==> config.mk <==
export PLATFORM = sky130hd
export DESIGN_NAME = fifo_byte_serializer
export DESIGN_NICKNAME = d
export VERILOG_FILES = /design/src/rtl/fifo_byte_serializer.sv
export SDC_FILE = /design/constraint.sdc
export NUM_CORES = 1
export LEC_CHECK = 0
export CAP_MARGIN = 20
export CORE_MARGIN = 1
export CORE_UTILIZATION = 44
export DETAILED_ROUTE_END_ITERATION = 10
export GPL_ROUTABILITY_DRIVEN = 0
export PLACE_DENSITY_LB_ADDON = 0.2
export SLEW_MARGIN = 20
export SYNTH_ARGS = -nofsm -noshare
export SYNTH_HDL_FRONTEND = slang
export SYNTH_SLANG_ARGS = --single-unit
export TNS_END_PERCENT = 5
==> constraint.sdc <==
create_clock -name clk -period 1.8 [get_ports clk]
set_clock_uncertainty 0.15 [all_clocks]
set_input_delay 0.36 -clock clk [delete_from_list [all_inputs] [get_ports clk]]
set_output_delay 0.36 -clock clk [all_outputs]
set_load 0.1 [all_outputs]
==> src/rtl/fifo_byte_serializer.sv <==
// fifo_byte_serializer: pops words from an upstream word FIFO and drains each
// one MSB-first as a byte stream on a valid/ready interface.
//
//   state  | meaning
//   -------+-----------------------------------------------------------
//   S_IDLE | waiting for the FIFO to report data
//   S_POP  | single-cycle pop request to the FIFO
//   S_CAPT | FIFO data_out holds the popped word, load shift register
//   S_SEND | presenting bytes, advancing on each valid/ready handshake
module fifo_byte_serializer #(
   parameter int DATA_W = 32,
   parameter int BYTE_W = 8,
   parameter int CNT_W  = 16
) (
   input  logic              clk,
   input  logic              rst,
   input  logic              fifo_empty,
   output logic              fifo_pop,
   input  logic [DATA_W-1:0] fifo_data,
   output logic [BYTE_W-1:0] byte_out,
   output logic              byte_valid,
   input  logic              byte_ready,
   output logic              byte_last,
   output logic              busy,
   output logic [CNT_W-1:0]  word_count
);

   localparam int NB    = DATA_W / BYTE_W;
   localparam int IDX_W = (NB > 1) ? $clog2(NB) : 1;
   localparam logic [IDX_W-1:0] LAST_IDX = IDX_W'(NB - 1);

   typedef enum logic [1:0] {
      S_IDLE = 2'd0,
      S_POP  = 2'd1,
      S_CAPT = 2'd2,
      S_SEND = 2'd3
   } state_t;

   state_t            state_q, state_d;
   logic [DATA_W-1:0] shreg_q, shreg_d;
   logic [IDX_W-1:0]  idx_q, idx_d;
   logic [CNT_W-1:0]  cnt_q, cnt_d;

   // Next-state, shift register, byte index and completed-word counter.
   always_comb begin
      state_d = state_q;
      shreg_d = shreg_q;
      idx_d   = idx_q;
      cnt_d   = cnt_q;
      case (state_q)
         S_IDLE: begin
            if (!fifo_empty) state_d = S_POP;
         end
         S_POP: begin
            state_d = S_CAPT;
         end
         S_CAPT: begin
            shreg_d = fifo_data;
            idx_d   = '0;
            state_d = S_SEND;
         end
         S_SEND: begin
            if (byte_ready) begin
               shreg_d = shreg_q << BYTE_W;
               if (idx_q == LAST_IDX) begin
                  idx_d   = '0;
                  cnt_d   = cnt_q + CNT_W'(1);
                  // Empty flag is only consulted here, so mid-word changes are ignored.
                  state_d = fifo_empty ? S_IDLE : S_POP;
               end else begin
                  idx_d = idx_q + IDX_W'(1);
               end
            end
         end
         default: state_d = S_IDLE;
      endcase
   end

   // State and datapath registers; reset discards any partial word.
   always_ff @(posedge clk or posedge rst) begin
      if (rst) begin
         state_q <= S_IDLE;
         shreg_q <= '0;
         idx_q   <= '0;
         cnt_q   <= '0;
      end else begin
         state_q <= state_d;
         shreg_q <= shreg_d;
         idx_q   <= idx_d;
         cnt_q   <= cnt_d;
      end
   end

   // Outputs are decoded purely from registered state so they drop at reset immediately.
   assign fifo_pop   = (state_q == S_POP);
   assign byte_valid = (state_q == S_SEND);
   assign byte_last  = (state_q == S_SEND) && (idx_q == LAST_IDX);
   assign busy       = (state_q != S_IDLE);
   assign byte_out   = shreg_q[DATA_W-1 -: BYTE_W];
   assign word_count = cnt_q;

endmodule

# Yosys cells after proc, flatten, opt, wreduce, memory -nomap -nowiden

Cells that the tools add are included.

Flip-flop bits (word level): 52
Bits of input ports: 36
Word-level logic and storage cells: 30

Add/subtract/negate cells: 2
Eq/ne operators: 7
Muxes and demuxes: 10
Reductions and logical operators: 7

Operators by type and width:

| operator                | number |
|---|---|
| $pmux W32 S2            | 1 |
| $mux W32                | 1 |
| $add A16 B1 Y16 const B | 1 |
| $mux W2                 | 5 |
| $pmux W2 S4             | 1 |
| $eq A2 B2 Y1 const B    | 3 |
| $reduce_and A3 Y1       | 2 |
| $ne A2 B1 Y1 const B    | 2 |
| $pmux W2 S2             | 1 |
| $reduce_bool A2 Y1      | 2 |
| $add A2 B1 Y2 const B   | 1 |
| $eq A2 B1 Y1 const B    | 1 |
| $logic_not A2 Y1        | 1 |
| $ne A2 B2 Y1 const B    | 1 |
| $reduce_and A2 Y1       | 1 |
| $logic_and A1 B1 Y1     | 1 |
| $mux W1                 | 1 |

# Logic depth before layout (Yosys ltp)

Depth in word-level cells: 4
Gate-level depth with buffers: 8
Gate-level depth less buffers: 5

# Worst setup path before layout

OpenSTA, ideal clock, no wires.

Path type: reg-to-reg
Start point: reg state_q[0]
End point: reg shreg_q[17]
Setup time: 0.083 ns
Arrival time: 2.336 ns
Data required time: 1.567 ns
Setup slack: -0.768 ns
Cell stages (with the launch flop): 8
Path buffers: 3
Cell sequence: dfrtp_1 ha_1 buf_2 mux2i_1 buf_2 buf_2 nand2_1 o21ai_0

Longest elaborated chain between the ends: 3

Ends and longest elaborated chain:

| element                                                                    | RTL line | source |
|---|---|---|
| start: declaration                                                         | 39       | `state_t state_q, state_d;` |
| start signal: assignment                                                   | 87       | `state_q <= state_d;` |
| $eq A2 B2 Y1 (*)                                                           | -        |  |
| named net byte_valid                                                       | 21       | `output logic byte_valid,` |
| $ne A2 B1 Y1 (no source line) / $reduce_bool A2 Y1 (equally long branches) | -        |  |
| $reduce_and A2 Y1 (no source line)                                         | -        |  |
| end signal: assignment                                                     | 88       | `shreg_q <= shreg_d;` |
| end: declaration                                                           | 40       | `logic [DATA_W-1:0] shreg_q, shreg_d;` |

Mark *: on every way through the listed nets, which the timed path passes. The rest lies on a longest branch.
A chain may end at the register's enable or synchronous reset.

# Worst setup path after layout

Start point: reg state_q[1]
End point: out byte_last

Longest elaborated chain between the ends: 2

Ends and longest elaborated chain:

| element             | RTL line | source |
|---|---|---|
| $eq A2 B2 Y1        | 97       | `assign byte_last = (state_q == S_SEND) && (idx_q == LAST_IDX);` |
| $logic_and A1 B1 Y1 | 97       |  |
| end: declaration    | 23       | `output logic byte_last,` |

Every way passes these cells.

==> run summary <==
The mean instance size in the synthesized netlist is 10.8 sq um. For the number of different library cells in the post-synthesis netlist, the log shows 27. The final clock period utilization by the worst path was 103%; the post-route worst setup slack was -52.5 ps. The floorplan step defined a core boundary enclosing 5510 sq um. Counting flops and latches in the post-synthesis netlist gives 52. For the worst setup slack after placement, the log shows -267 ps.

The sequential cells in the finished layout cover a total of 1320 sq um. Clock-pin slew was measured on the worst setup and hold paths at 90 ps. The run finished, with violations left. In this run, the number of DRC markers left after iteration 0 of detailed routing was 77.

The count of buffers added on input and output ports is 63. The area of the die is 6050 sq um. For this run, design rule violations remaining after detail routing come to 0.

The peak per-stage delay on the critical path is 460 ps, and the cell count after synthesis is 233. After synthesis, the share of flip-flops with an asynchronous set or reset is 100%. The run gives 2 as the number of levels in the clock H-tree.

Primary flip-flop cell chosen by synthesis mapping: sky130_fd_sc_hd__dfrtp_1. Sequential elements use 51.5% of the synthesized area. The number of max-slew violations in the final report is 0, and the total nets after synthesis is 277. Type of the worst setup path: flip-flop to output port.

The number of vias in the routed layout is 1894. The signal on the critical path passes through ha_4, buf_6, and2_4, buf_12. The arrival time of the worst setup path is 1340 ps. The number of core rows was 27. In this run the worst hold path is classified as input port to asynchronous set/reset pin. No sink is reached through more buffers than the 2 on the longest clock path. The number of maximum-capacitance constraint violations was 0. The category of the worst setup path capture point is an output port.

The tools report the number of antenna diodes as 0. The synthesis-to-finish area growth is 52.7%, and the insertion delay of the later-clocked pin in the worst-skew pair is 300 ps. During I/O placement, the number of pins put on the boundary was 64. The hold violation count in the final report was 0. Of all cell types, the one taking the most synthesized area is sky130_fd_sc_hd__dfrtp_1. After detailed routing, the number of vias per cell comes to 4.97.

The run gives 3720 um as the post-detailed-placement half-perimeter wirelength. After synthesis, the largest area contributor takes up 51.5% of total cell area. The logs give 540 MHz for the highest clock rate and 0 for the aggregate global routing overflow. The routed design could run at a clock period as short as 1850 ps.

After detailed routing, the average wire length per cell comes to 13.7 um. Entering global routing, the biggest net connects 34 pins. The floorplan die height works out to 77.8 um. In the final layout, the multi-input gates occupy 1170 sq um. In this run the remaining antenna-violating nets after routing total 0. The first-pass iteration count of the detailed router is 4. For the number of clock sinks, the log shows 52.

Yosys printed 0 warnings. The slowest stage of the critical path is the sky130_fd_sc_hd__dfrtp_2 cell. The logs give 1290 ps for the data required time at the worst endpoint and 74.0% for the headroom to the max-slew limit. Setup repair after global routing could not meet its margin everywhere. The final setup violation count was 3; the via count of the first global-routing pass was 1885.

The final routed wirelength across all metal layers is 5210 um. After filler insertion, the fill cell instance count of the layout stands at 398. The initial cell density of the core is 45.9%. On the critical path the largest part of the delay comes from flip-flops. The width of the chip is 77.8 um, and the worst vdd rail ir drop is 1.31 mV. Final net count: 352. Counting both buffers and inverters, the worst setup path holds a total of 2.

Clock tree synthesis inserted a total of 5 buffers. The measured slew at the worst slew-check pin was 389 ps. The tools report the leakage power of the design as 1.68 nW. The final reports fail on setup timing. The run gives 2520 sq um as the netlist area before placement. The tree is rooted in a sky130_fd_sc_hd__clkbuf_8.

The total routing usage reported by global routing is 19.1%. TritonCTS built the clock tree. Initial antenna violation count: 0.

Cells fill 70.0% of the core in the end. Yosys mapped a number of flops with a built-in enable equal to 0. Wire length of the first global-routing pass: 8910 um. By area the synthesized netlist is led by sky130_fd_sc_hd__dfrtp_1, sky130_fd_sc_hd__mux2i_1, sky130_fd_sc_hd__nand2_1.

The share of post-route cells with drive strength above 1 is 28.8%. In this run the power density over the cells is 1640 nW/um^2. Ranked by instance count, the synthesized netlist is headed by sky130_fd_sc_hd__dfrtp_1, sky130_fd_sc_hd__nand2_1, sky130_fd_sc_hd__mux2i_1. The worst setup path is launched from a flip-flop. For the final routed database, the setup TNS stands at -71.1 ps. Hold buffer count at CTS: 0.

Cell with the most instances after synthesis: sky130_fd_sc_hd__dfrtp_1. After layout, the design draws a total of 6.33 mW. The highest fanout seen on the critical path came out at 5.
flip-flops by register name, summed over array words and instances, names as in the netlist:
register    cells
idx_q           2
state_q         2
word_count     16
shreg_q        32
final cells by class:
cell class | instances | area share [%]
multi-input combinational | 156 | 30.3
clock inverter | 2 | 0.909
clock buffer | 6 | 1.88
tap | 72 | 2.34
timing repair buffer | 88 | 29.9
sequential | 52 | 34.1
inverter | 5 | 0.552
per-stage QoR:
step                      hold WS (ps)  cell area, sq um  instances
after floorplan                    298              2600        233
after global placement             313              3630        364
after detailed placement           323              3630        364
after CTS                          208              3830        381
after global routing               223              3860        381
final                              199              3860        381
power by group:
| group | switching, mW | leakage [nW] | internal, mW | total, mW |
|---|---|---|---|---|
| sequential | 0.322 | 0.650 | 1.58 | 1.91 |
| clock | 0.366 | 0.0552 | 0.413 | 0.778 |
| combinational | 2.08 | 0.979 | 1.57 | 3.65 |
| total | 2.76 | 1.68 | 3.57 | 6.33 |
worst paths after layout:
path	start	end	slack [ps]	depth (start not counted)
worst min register to register	shreg_q[15]	shreg_q[15]	340	2
worst min-delay path	rst	word_count[6]	200	2
worst max-delay path	state_q[1]	byte_last	-50	4
max in group asynchronous	rst	shreg_q[12]	810	3
worst max register to register	state_q[1]	word_count[1]	80	6
min in group clk	shreg_q[15]	shreg_q[15]	340	2
logic make-up (layout without fill, tap and decap cells):
family	Yosys count	count (layout)	synth area share [%]
buf+inv	25	101	5.20
xor+xnor	15	15	5.20
flops	52	52	51.5
mux	36	36	14.4
fa+ha+maj	8	8	3.96
simple gates	60	60	11.2
compound gates	37	37	8.42
cells in the final DEF (no fill, tap or decap), types with 2 or more instances in the layout:
cell                              Yosys  layout
sky130_fd_sc_hd__dfrtp_1             52      40
sky130_fd_sc_hd__nand2_1             39      39
sky130_fd_sc_hd__clkdlybuf4s50_1      0      34
sky130_fd_sc_hd__mux2i_1             33      31
sky130_fd_sc_hd__buf_12               0      31
sky130_fd_sc_hd__o21ai_0             24      23
sky130_fd_sc_hd__buf_4                8      18
sky130_fd_sc_hd__dfrtp_2              0      12
sky130_fd_sc_hd__xnor2_1             11      11
sky130_fd_sc_hd__o22ai_1              8       8
sky130_fd_sc_hd__nand3_1              5       5
sky130_fd_sc_hd__nor2_1               5       5
sky130_fd_sc_hd__clkbuf_8             0       5
sky130_fd_sc_hd__xor2_1               4       4
sky130_fd_sc_hd__buf_6                0       4
sky130_fd_sc_hd__mux2_2               3       3
sky130_fd_sc_hd__ha_1                 8       3
sky130_fd_sc_hd__ha_4                 0       3
sky130_fd_sc_hd__inv_1                5       2
sky130_fd_sc_hd__and3_1               2       2
sky130_fd_sc_hd__nand4_1              2       2
sky130_fd_sc_hd__and4_1               2       2
sky130_fd_sc_hd__inv_2                0       2
sky130_fd_sc_hd__a22o_1               2       2
sky130_fd_sc_hd__o31ai_1              2       2
sky130_fd_sc_hd__ha_2                 0       2
what timing repair did:
action                                  CTS  global route
endpoints found under the setup margin    3            11
buffers inserted                          9             0
pin swaps                                 3             2
resized for setup                         9             6
metal layers:
metal / part of all wire (%) / global-route usage [%] / vias to the layer above
met5: 0 / 0 / -
met4: 1.1 / 5.09 / 0
li1: - / - / 943
met2: 49 / 32.2 / 40
met1: 47 / 24.7 / 904
met3: 3.0 / 4.12 / 7
(Power assumes the default switching activity.)
